`src/rtl/vram_pkg.sv`:
```
// Shared types and widths for the VRAM write path: word geometry, writer FSM
// states and the host-write buffer entry layout.
package vram_pkg;

    localparam int VRAM_ADDR_W = 14;
    localparam int VRAM_DATA_W = 16;

    typedef enum logic {
        IDLE  = 1'b0,
        CLEAR = 1'b1
    } writer_state_e;

    typedef struct packed {
        logic [VRAM_ADDR_W-1:0] addr;
        logic [VRAM_DATA_W-1:0] data;
    } fifo_entry_t;

endpackage

```
`src/rtl/sync_fifo.sv`:
```
// Single-clock FIFO with synchronous active-high reset. Pushes while full and
// pops while empty are dropped; there is no push/pop bypass when full.
module sync_fifo #(
    parameter int WIDTH = 8,
    parameter int DEPTH = 4
) (
    input  logic             clk_i,
    input  logic             reset_i,
    input  logic             push_i,
    input  logic             pop_i,
    input  logic [WIDTH-1:0] data_i,
    output logic [WIDTH-1:0] data_o,
    output logic             full_o,
    output logic             empty_o
);

    localparam int AW = $clog2(DEPTH);

    logic [WIDTH-1:0] mem_q [DEPTH];
    logic [AW-1:0]    wptr_q, wptr_d;
    logic [AW-1:0]    rptr_q, rptr_d;
    logic [AW:0]      count_q, count_d;
    logic             do_push, do_pop;

    assign full_o  = (count_q == (AW+1)'(DEPTH));
    assign empty_o = (count_q == '0);
    assign do_push = push_i && !full_o;
    assign do_pop  = pop_i && !empty_o;
    assign data_o  = mem_q[rptr_q];

    always_comb begin
        wptr_d  = wptr_q;
        rptr_d  = rptr_q;
        count_d = count_q;
        if (do_push) begin
            wptr_d = wptr_q + AW'(1);
        end
        if (do_pop) begin
            rptr_d = rptr_q + AW'(1);
        end
        if (do_push && !do_pop) begin
            count_d = count_q + (AW+1)'(1);
        end else if (do_pop && !do_push) begin
            count_d = count_q - (AW+1)'(1);
        end
    end

    always_ff @(posedge clk_i) begin
        if (reset_i) begin
            wptr_q  <= '0;
            rptr_q  <= '0;
            count_q <= '0;
        end else begin
            wptr_q  <= wptr_d;
            rptr_q  <= rptr_d;
            count_q <= count_d;
        end
    end

    // Storage needs no reset: occupancy alone decides what is valid.
    always_ff @(posedge clk_i) begin
        if (do_push) begin
            mem_q[wptr_q] <= data_i;
        end
    end

endmodule

```
`src/rtl/vram_writer.sv`:
```
// Host-to-VRAM write port: buffers host word writes and drains one per clken edge.
// Optional clear engine sweeping CLEAR_VALUE is built when VRAM_WRITER_CLEAR_EN is defined.
module vram_writer
    import vram_pkg::*;
#(
    parameter int                     FIFO_DEPTH  = 4,
    parameter int                     CLEAR_WORDS = 16384,
    parameter logic [VRAM_DATA_W-1:0] CLEAR_VALUE = 16'h0000
) (
    input  logic                   clk,
    input  logic                   reset,
    input  logic                   clken,
    input  logic                   wr_valid,
    output logic                   wr_ready,
    input  logic [VRAM_ADDR_W-1:0] wr_addr,
    input  logic [VRAM_DATA_W-1:0] wr_data,
    input  logic                   clear_req,
    output logic                   busy,
    output logic [VRAM_ADDR_W-1:0] vram_waddr,
    output logic [VRAM_DATA_W-1:0] vram_wdata,
    output logic                   vram_we,
    output writer_state_e          dbg_state
);

    // Handshake: a host word is taken on every rising clk edge where
    // wr_valid && wr_ready; wr_ready depends only on registered state.

    fifo_entry_t             push_entry, head_entry;
    logic                    fifo_full, fifo_empty, fifo_push, fifo_pop;

    writer_state_e           state_q, state_d;
    logic                    we_q, we_d;
    logic [VRAM_ADDR_W-1:0]  waddr_q, waddr_d;
    logic [VRAM_DATA_W-1:0]  wdata_q, wdata_d;

`ifdef VRAM_WRITER_CLEAR_EN
    localparam logic [VRAM_ADDR_W-1:0] CLEAR_LAST = VRAM_ADDR_W'(CLEAR_WORDS - 1);

    logic                    clear_pending_q, clear_pending_d;
    logic [VRAM_ADDR_W-1:0]  cnt_q, cnt_d;

    assign wr_ready = !fifo_full && !clear_pending_q && (state_q == IDLE);
    assign busy     = !fifo_empty || clear_pending_q || (state_q == CLEAR) || we_q;
`else
    logic [VRAM_DATA_W:0]    unused_clear_cfg;

    assign unused_clear_cfg = {clear_req, CLEAR_VALUE ^ VRAM_DATA_W'(CLEAR_WORDS)};
    assign wr_ready         = !fifo_full;
    assign busy             = !fifo_empty || we_q;
`endif

    assign push_entry = '{addr: wr_addr, data: wr_data};
    assign fifo_push  = wr_valid && wr_ready;

    sync_fifo #(
        .WIDTH ($bits(fifo_entry_t)),
        .DEPTH (FIFO_DEPTH)
    ) u_fifo (
        .clk_i   (clk),
        .reset_i (reset),
        .push_i  (fifo_push),
        .pop_i   (fifo_pop),
        .data_i  (push_entry),
        .data_o  (head_entry),
        .full_o  (fifo_full),
        .empty_o (fifo_empty)
    );

    always_comb begin
        state_d  = state_q;
        we_d     = 1'b0;
        waddr_d  = waddr_q;
        wdata_d  = wdata_q;
        fifo_pop = 1'b0;
`ifdef VRAM_WRITER_CLEAR_EN
        clear_pending_d = clear_pending_q;
        cnt_d           = cnt_q;
`endif
        case (state_q)
            IDLE: begin
                if (clken && !fifo_empty) begin
                    fifo_pop = 1'b1;
                    we_d     = 1'b1;
                    waddr_d  = head_entry.addr;
                    wdata_d  = head_entry.data;
                end
`ifdef VRAM_WRITER_CLEAR_EN
                // A queued clear waits until every earlier host word has drained.
                else if (fifo_empty && clear_pending_q) begin
                    state_d         = CLEAR;
                    cnt_d           = '0;
                    clear_pending_d = 1'b0;
                end
                if (clear_req && !clear_pending_q) begin
                    clear_pending_d = 1'b1;
                end
`endif
            end
`ifdef VRAM_WRITER_CLEAR_EN
            CLEAR: begin
                if (clken) begin
                    we_d    = 1'b1;
                    waddr_d = cnt_q;
                    wdata_d = CLEAR_VALUE;
                    if (cnt_q == CLEAR_LAST) begin
                        state_d = IDLE;
                    end else begin
                        cnt_d = cnt_q + VRAM_ADDR_W'(1);
                    end
                end
            end
`endif
            default: state_d = IDLE;
        endcase
    end

    always_ff @(posedge clk) begin
        if (reset) begin
            state_q <= IDLE;
            we_q    <= 1'b0;
            waddr_q <= '0;
            wdata_q <= '0;
`ifdef VRAM_WRITER_CLEAR_EN
            clear_pending_q <= 1'b0;
            cnt_q           <= '0;
`endif
        end else begin
            state_q <= state_d;
            we_q    <= we_d;
            waddr_q <= waddr_d;
            wdata_q <= wdata_d;
`ifdef VRAM_WRITER_CLEAR_EN
            clear_pending_q <= clear_pending_d;
            cnt_q           <= cnt_d;
`endif
        end
    end

    assign vram_we    = we_q;
    assign vram_waddr = waddr_q;
    assign vram_wdata = wdata_q;
    assign dbg_state  = state_q;

endmodule

```
`config.mk`:
```
export PLATFORM = sky130hd
export DESIGN_NAME = vram_writer
export DESIGN_NICKNAME = d
export VERILOG_FILES = /design/src/rtl/vram_pkg.sv /design/src/rtl/sync_fifo.sv /design/src/rtl/vram_writer.sv
export SDC_FILE = /design/constraint.sdc
export NUM_CORES = 1
export LEC_CHECK = 0
export ABC_AREA = 0
export BUFFER_PORTS_ARGS = -buffer_cell sky130_fd_sc_hd__buf_2
export CORE_ASPECT_RATIO = 1.1
export CORE_MARGIN = 2
export CORE_UTILIZATION = 55
export CTS_CLUSTER_DIAMETER = 40
export DETAILED_ROUTE_END_ITERATION = 7
export GPL_TIMING_DRIVEN = 0
export HOLD_SLACK_MARGIN = 0.02
export MAX_ROUTING_LAYER = met4
export PLACE_DENSITY_LB_ADDON = 0.2
export SYNTH_ARGS = -nofsm -noshare
export SYNTH_HDL_FRONTEND = slang
export SYNTH_SLANG_ARGS = --single-unit
export TNS_END_PERCENT = 20
```
`constraint.sdc`:
```
create_clock -name clk -period 2.35 [get_ports clk]
set_input_delay 0.1175 -clock clk [delete_from_list [all_inputs] [get_ports clk]]
set_output_delay 0.1175 -clock clk [all_outputs]
set_load 0.005 [all_outputs]
```
==> results of run 1 <==
-- cell families after synthesis --
logic type	Yosys count	share of synthesized area, %
xor+xnor	4	0.614
flops	158	76.5
fa+ha+maj	6	1.45
mux	31	12.1
other cells	1	0.0657
simple gates	16	1.51
compound gates	38	5.66
buf+inv	20	2.10
-- per-stage QoR --
step	util, %	power, mW	hold slack, ns
after floorplan	-	4.63	0.216
final	69.6	7.88	0.0827
after CTS	69.6	7.97	0.0712
after global routing	69.6	8.23	0.0884
after detailed placement	60.4	5.11	0.335
after global placement	60.4	5.07	0.328
-- registers in the layout, indices dropped and copies added, names as in the netlist --
register / count
u_fifo.count_q: 3
u_fifo.mem_q: 120
u_fifo.rptr_q: 2
u_fifo.wptr_q: 2
vram_waddr: 14
vram_wdata: 16
vram_we: 1
-- critical path: cells and delay by family, from the launching register on --
kind / cells / cell delay [ns]
adders and majority gates: 2 / 0.61
AOI/OAI and AO/OA: 2 / 0.51
DFF: 1 / 0.39
and+or+nand+nor: 1 / 0.31
xor gates and xnor gates: 1 / 0.17
buffers and inverters: 1 / 0.06
-- cell type report --
class	instances	area, µm²	share of cell area (%)
buffer	15	101	1.42
clock buffer	20	467	6.55
clock inverter	12	159	2.23
inverter	5	18.8	0.263
multi-input combinational	96	1230	17.2
sequential	158	4360	61.2
tap	123	154	2.16
timing repair buffer	96	636	8.92
-- cell usage after synthesis (all sizes together) --
| master | n |
|---|---|
| a22o | 30 |
| xor2 | 4 |
| edfxtp | 120 |
| a21oi | 3 |
| nor3b | 1 |
| and3 | 4 |
| or4 | 1 |
| mux2i | 1 |
| clkbuf | 5 |
| mux4 | 30 |
| or3 | 1 |
| o311ai | 1 |
| and2b | 1 |
| buf | 10 |
| dfxtp | 38 |
| o31ai | 1 |
| nand3 | 2 |
| inv | 5 |
| conb | 1 |
| nor2 | 6 |
| o21ai | 3 |
| fa | 1 |
| ha | 5 |
-- where the power goes --
part           total [mW]  switching [mW]  internal (mW)  leakage, nW
clock                2.81            1.05           1.76        0.291
combinational        1.49           0.684          0.806        0.902
sequential           3.58           0.174           3.40         1.41
total                7.88            1.91           5.97         2.60
-- layout by cell type, fill, tap and decap left out --
cell           count
fa_1               1
buf_4              3
mux4_2            28
clkbuf_8           3
a21oi_1            3
inv_6              2
buf_6              4
conb_1             1
and3_2             4
nand3_1            2
o311ai_0           1
bufinv_16          3
xor2_1             4
mux2i_1            1
or4_1              1
clkbuf_1           5
o21ai_0            3
and2b_1            1
nor3b_1            1
ha_1               5
buf_2             68
a22o_1            30
clkbuf_16         17
nor2_1             6
clkinvlp_4         5
dfxtp_1           38
or3_1              1
mux4_1             2
edfxtp_1         120
dlygate4sd3_1     31
clkinv_4           1
o31ai_4            1
inv_1              5
clkinv_2           1
-- worst paths after layout --
path,end,cells past startpoint
worst max-delay path,u_fifo.count_q[2],7
worst max register to register,u_fifo.count_q[2],7
worst min-delay path,u_fifo.count_q[1],2
worst min register to register,vram_waddr[8],1
-- metal layers --
layer	up-vias	part of all wire, %	track usage [%]
met3	8	4.2	5.11
met4	0	0.95	7.84
li1	1348	-	-
met5	-	0	-
met2	69	51	30.6
met1	1456	43	24.5
==> flow_summary.toml, run 1 <==
[clocking]
clkTransAtPathRegs_ns = 0.06
htree_levels = 4
insertion_delay_ns = 0.42
cts_buffer_depth = 2
cts_tree = "built"
cts_root_buf = "clkbuf_16"
clock_sinks = 158
cts_buffers = 17
cts_resized = 0
cts_setup_buffers = 0
postCtsHoldBufs = 31

[worst_setup_path]
path_max_fanout = 6
crit_slowest_cell = "dfxtp_1"
cp-start-kind = "flip-flop"
crit_required_ns = 2.69
cp-end-kind = "flip-flop"
r2r_start = "u_fifo.count_q[0]"
cp.arrival_ns = 2.46
slowest_delay_ns = 0.39
r2r_slack_ns = 0.22
crit_chain = "o31ai_4 -> ha_1 -> inv_1 -> fa_1 -> xor2_1 -> or3_1 -> a21oi_1"
critPathLaunch = "u_fifo.count_q[0]"
worst-setup-path-type = "reg -> reg"

[floorplanning]
io_pins = 69
die_h_um = 111
initial_core_util_pct = 55.7
num_rows = 39
core_area_mm2 = 0.0102
chipWidth_um = 101
die-area_mm2 = 0.0112

[synth]
ys_warn_count = 0
avgSynthCellArea_um2 = 20.8
synth_seq_cells = 158
synth.distinct_cells = 26
synth_top_area_share_pct = 63.1
synth_fp_nets = 315
yosysTopAreaCell = "edfxtp_1"
yosysSeqAreaShare_pct = 76.5
synthTopCellsByArea = "edfxtp_1 63%, dfxtp_1 13%, mux4_2 11%"
syn-instance-count = 274
syn_area_mm2 = 0.00571

[drt]
wirelength_um = 9820
dr.first_iter.drc_count = 145
dr.pass1.iters = 4
drt-wirelength-per-cell_um = 18.7
viasPerCell = 5.49
post-route-drc-count = 0
antenna_left = 0
num_vias = 2881

[timing]
fin_crit_sh_pct = 90.4
slew_headroom_pct = 44.1
tightest_slew_ns = 0.838
worst_slack_ns = 0.225
fin_skew_ns = 0.0130
fmax_mhz = 471
drv_slew = 0
tns_ns = 0
rsz0062_at_grt = "no"
setup_viol = 0
period_minus_slack_ns = 2.13
finalHoldViolations = 0

[final_layout]
layout-drive-gt1-share_pct = 34.8
num_antenna_cells = 0
fillers = 664
syn2layout_area_growth_pct = 24.9
final_nets = 430
layout.cells.non_filler = 525
fin_area_mm2 = 0.00713

[placement]
dp_hpwl_um = 5550
post-place-cells = 462
placed_cell_area_mm2 = 0.00619
place_congestion = 0.696
pre_cts_ws_ns = 0.246
io_buffer_count = 65

[run]
maxCapViolCount = 0

[global_route]
grt_pass1_wl_um = 15400
grt_overflow = 0
grt_max_degree = 31
grt_pass1_vias = 2980
antenna_found_initial = 0
grt_use_total_pct = 19.5

[min_path]
hold_path_class = "in -> reg"
hold_path.startpoint = "reset"

[run_status]
status = "completed"

[power]
p_per_area_mw_per_mm2 = 1110
peakVddDrop_uv = 588
cellLeakagePower_nw = 2.60
Power figures use the tool's default switching activity.
==> run 2, diff against run 1 <==
--- a/config.mk
+++ b/config.mk
@@ -7,8 +7,9 @@
 export LEC_CHECK = 0
 export ABC_AREA = 0
 export BUFFER_PORTS_ARGS = -buffer_cell sky130_fd_sc_hd__buf_2
+export CAP_MARGIN = 25
 export CORE_ASPECT_RATIO = 1.1
-export CORE_MARGIN = 2
+export CORE_MARGIN = 1.5
 export CORE_UTILIZATION = 55
 export CTS_CLUSTER_DIAMETER = 40
 export DETAILED_ROUTE_END_ITERATION = 7
==> flow_summary.toml, run 2 (same netlist as run 1, synthesis figures left out) <==
[run_status]
status = "completed"

[final_layout]
layout-drive-gt1-share_pct = 33.6
largest_reg_flops = 120
final_cell_mix = "120 x edfxtp_1, 68 x buf_2, 38 x dfxtp_1, 34 x dlygate4sd3_1, 30 x a22o_1"
syn2layout_area_growth_pct = 24.4
num_antenna_cells = 0
layout.cells.non_filler = 525
final_nets = 433
final_common_cell = "edfxtp_1"
regMostFlops = "u_fifo.mem_q"
fillers = 624
finish.utilization_pct = 71.1

[clocking]
clkTransAtPathRegs_ns = 0.06
cts_buffers = 17
cts_tree = "built"
cts_root_buf = "clkbuf_8"
clock_sinks = 158
insertion_delay_ns = 0.52
cts_buffer_depth = 2
htree_levels = 4

[floorplanning]
die_h_um = 110
die-area_mm2 = 0.0110
initial_core_util_pct = 57.2
num_rows = 38
chipWidth_um = 100
io_pins = 69
core_area_mm2 = 0.00998

[worst_setup_path]
crit_chain = "o31ai_4 -> ha_1 -> inv_1 -> fa_1 -> xor2_1 -> or3_1 -> a21oi_1"
cp-start-kind = "flip-flop"
path_max_fanout = 6
cp-end-kind = "flip-flop"
reg2reg_to = "u_fifo.count_q[2]"
crit_slowest_cell = "dfxtp_1"
critPathLaunch = "u_fifo.count_q[2]"
crit_required_ns = 2.80
r2r_start = "u_fifo.count_q[2]"
r2r_slack_ns = 0.25
worst-setup-path-type = "reg -> reg"
cp.arrival_ns = 2.56
ff2ff_path_depth = 7
slowest_delay_ns = 0.38
worstSetupEndpoint = "u_fifo.count_q[2]"

[drt]
viasPerCell = 5.51
drt-wirelength-per-cell_um = 19.3
dr.pass1.iters = 4
wirelength_um = 10100
num_vias = 2894
antenna_left = 0
post-route-drc-count = 0
dr.first_iter.drc_count = 87

[power]
power.internal_mw = 5.83
p_clk_share_pct = 33.9
combPwrFrac_pct = 19.6
p_per_area_mw_per_mm2 = 1090
power_switching_mw = 1.88
total_power_mw = 7.71
seq_power_share_pct = 46.5
peakVddDrop_uv = 577
cellLeakagePower_nw = 2.60
p_sw_share_pct = 24.4

[timing]
setup_viol = 0
fmax_mhz = 475
worst_slack_ns = 0.246
rsz0062_at_grt = "no"
fin_crit_sh_pct = 89.5
finalHoldViolations = 0
fin_skew_ns = 0.00757
slew_headroom_pct = 42.3
drv_slew = 0
period_minus_slack_ns = 2.10
tightest_slew_ns = 0.866

[placement]
pre_cts_ws_ns = 0.284
post-place-cells = 459
io_buffer_count = 65
dp_hpwl_um = 5560
place_congestion = 0.661

[global_route]
grt_use_total_pct = 20.5
grt_max_degree = 31
grt_pass1_wl_um = 15400
antenna_found_initial = 0
grt_overflow = 0
grt_pass1_vias = 3096

[min_path]
hold_path_class = "in -> reg"

[run]
maxCapViolCount = 0
==> run 2: cell count changes in the layout (fill, tap and decap cells not counted) <==
cell,delta
clkbuf_1,+3
clkbuf_16,-1
clkbuf_8,-2
clkinv_1,+1
clkinv_2,+3
clkinvlp_4,-2
dlygate4sd3_1,+3
inv_6,-2
==> run 2: power groups by stage <==
stage	combinational, mW	sequential, mW	clock (mW)
floorplan	1.02	3.61	0
global placement	1.45	3.62	0
detailed placement	1.47	3.64	0
CTS	1.54	3.58	2.64
global route	1.65	3.62	2.77
finish	1.51	3.58	2.61
==> run 2: layout make-up <==
cell class | instances | area (µm²) | area share (%)
Tap cell | 120 | 150 | 2.11
Sequential cell | 158 | 4360 | 61.5
Buffer | 15 | 101 | 1.43
Inverter | 5 | 18.8 | 0.264
Timing Repair Buffer | 99 | 666 | 9.38
Clock buffer | 20 | 425 | 5.99
Clock inverter | 12 | 145 | 2.04
Multi-Input combinational cell | 96 | 1230 | 17.3
==> run 2: per-stage QoR <==
stage | TNS (ns) | hold slack [ns] | area, µm²
2_1_floorplan | 0 | 0.216 | 5710
3_3_place_gp | -24.91 | 0.328 | 6180
3_5_place_dp | 0 | 0.336 | 6190
4_1_cts | 0 | 0.0388 | 7100
5_1_grt | 0 | 0.0620 | 7100
6_report | 0 | 0.0475 | 7100
==> run 2: repair_timing <==
action,4_1_cts,5_1_grt
setup buffers,0,0
hold endpoints to repair,127,0
resized for setup,0,0
hold buffers,34,0
endpoints found under the setup margin,0,0
==> run 2: worst min path at each step <==
stage / start / to / slack (ns) / depth (start not counted)
final: clken / u_fifo.rptr_q[1] / 0.05 / 4
after global routing: clken / u_fifo.rptr_q[1] / 0.06 / 4
after CTS: clken / u_fifo.rptr_q[1] / 0.04 / 4
after detailed placement: wr_addr[12] / u_fifo.mem_q[0][28] / 0.34 / 1
after global placement: wr_addr[4] / u_fifo.mem_q[2][20] / 0.33 / 1
after floorplan: wr_data[0] / u_fifo.mem_q[0][0] / 0.22 / 0
==> run 2: worst max-delay path: cells and delay by family, from the launching register on <==
kind	cells	cell delay [ns]
compound gates	2	0.49
simple gates	1	0.30
fa+ha+maj	2	0.62
xor+xnor	1	0.18
flops	1	0.38
buf+inv	1	0.06
==> run 2: per-layer routing <==
layer  track usage, %  vias to the layer above  share of wire (%)
met5                -                        -                  0
met4             9.26                        0                2.2
met3             5.02                       18                3.0
met2             34.7                       64                 53
met1             23.4                     1459                 42
li1                 -                     1353                  -
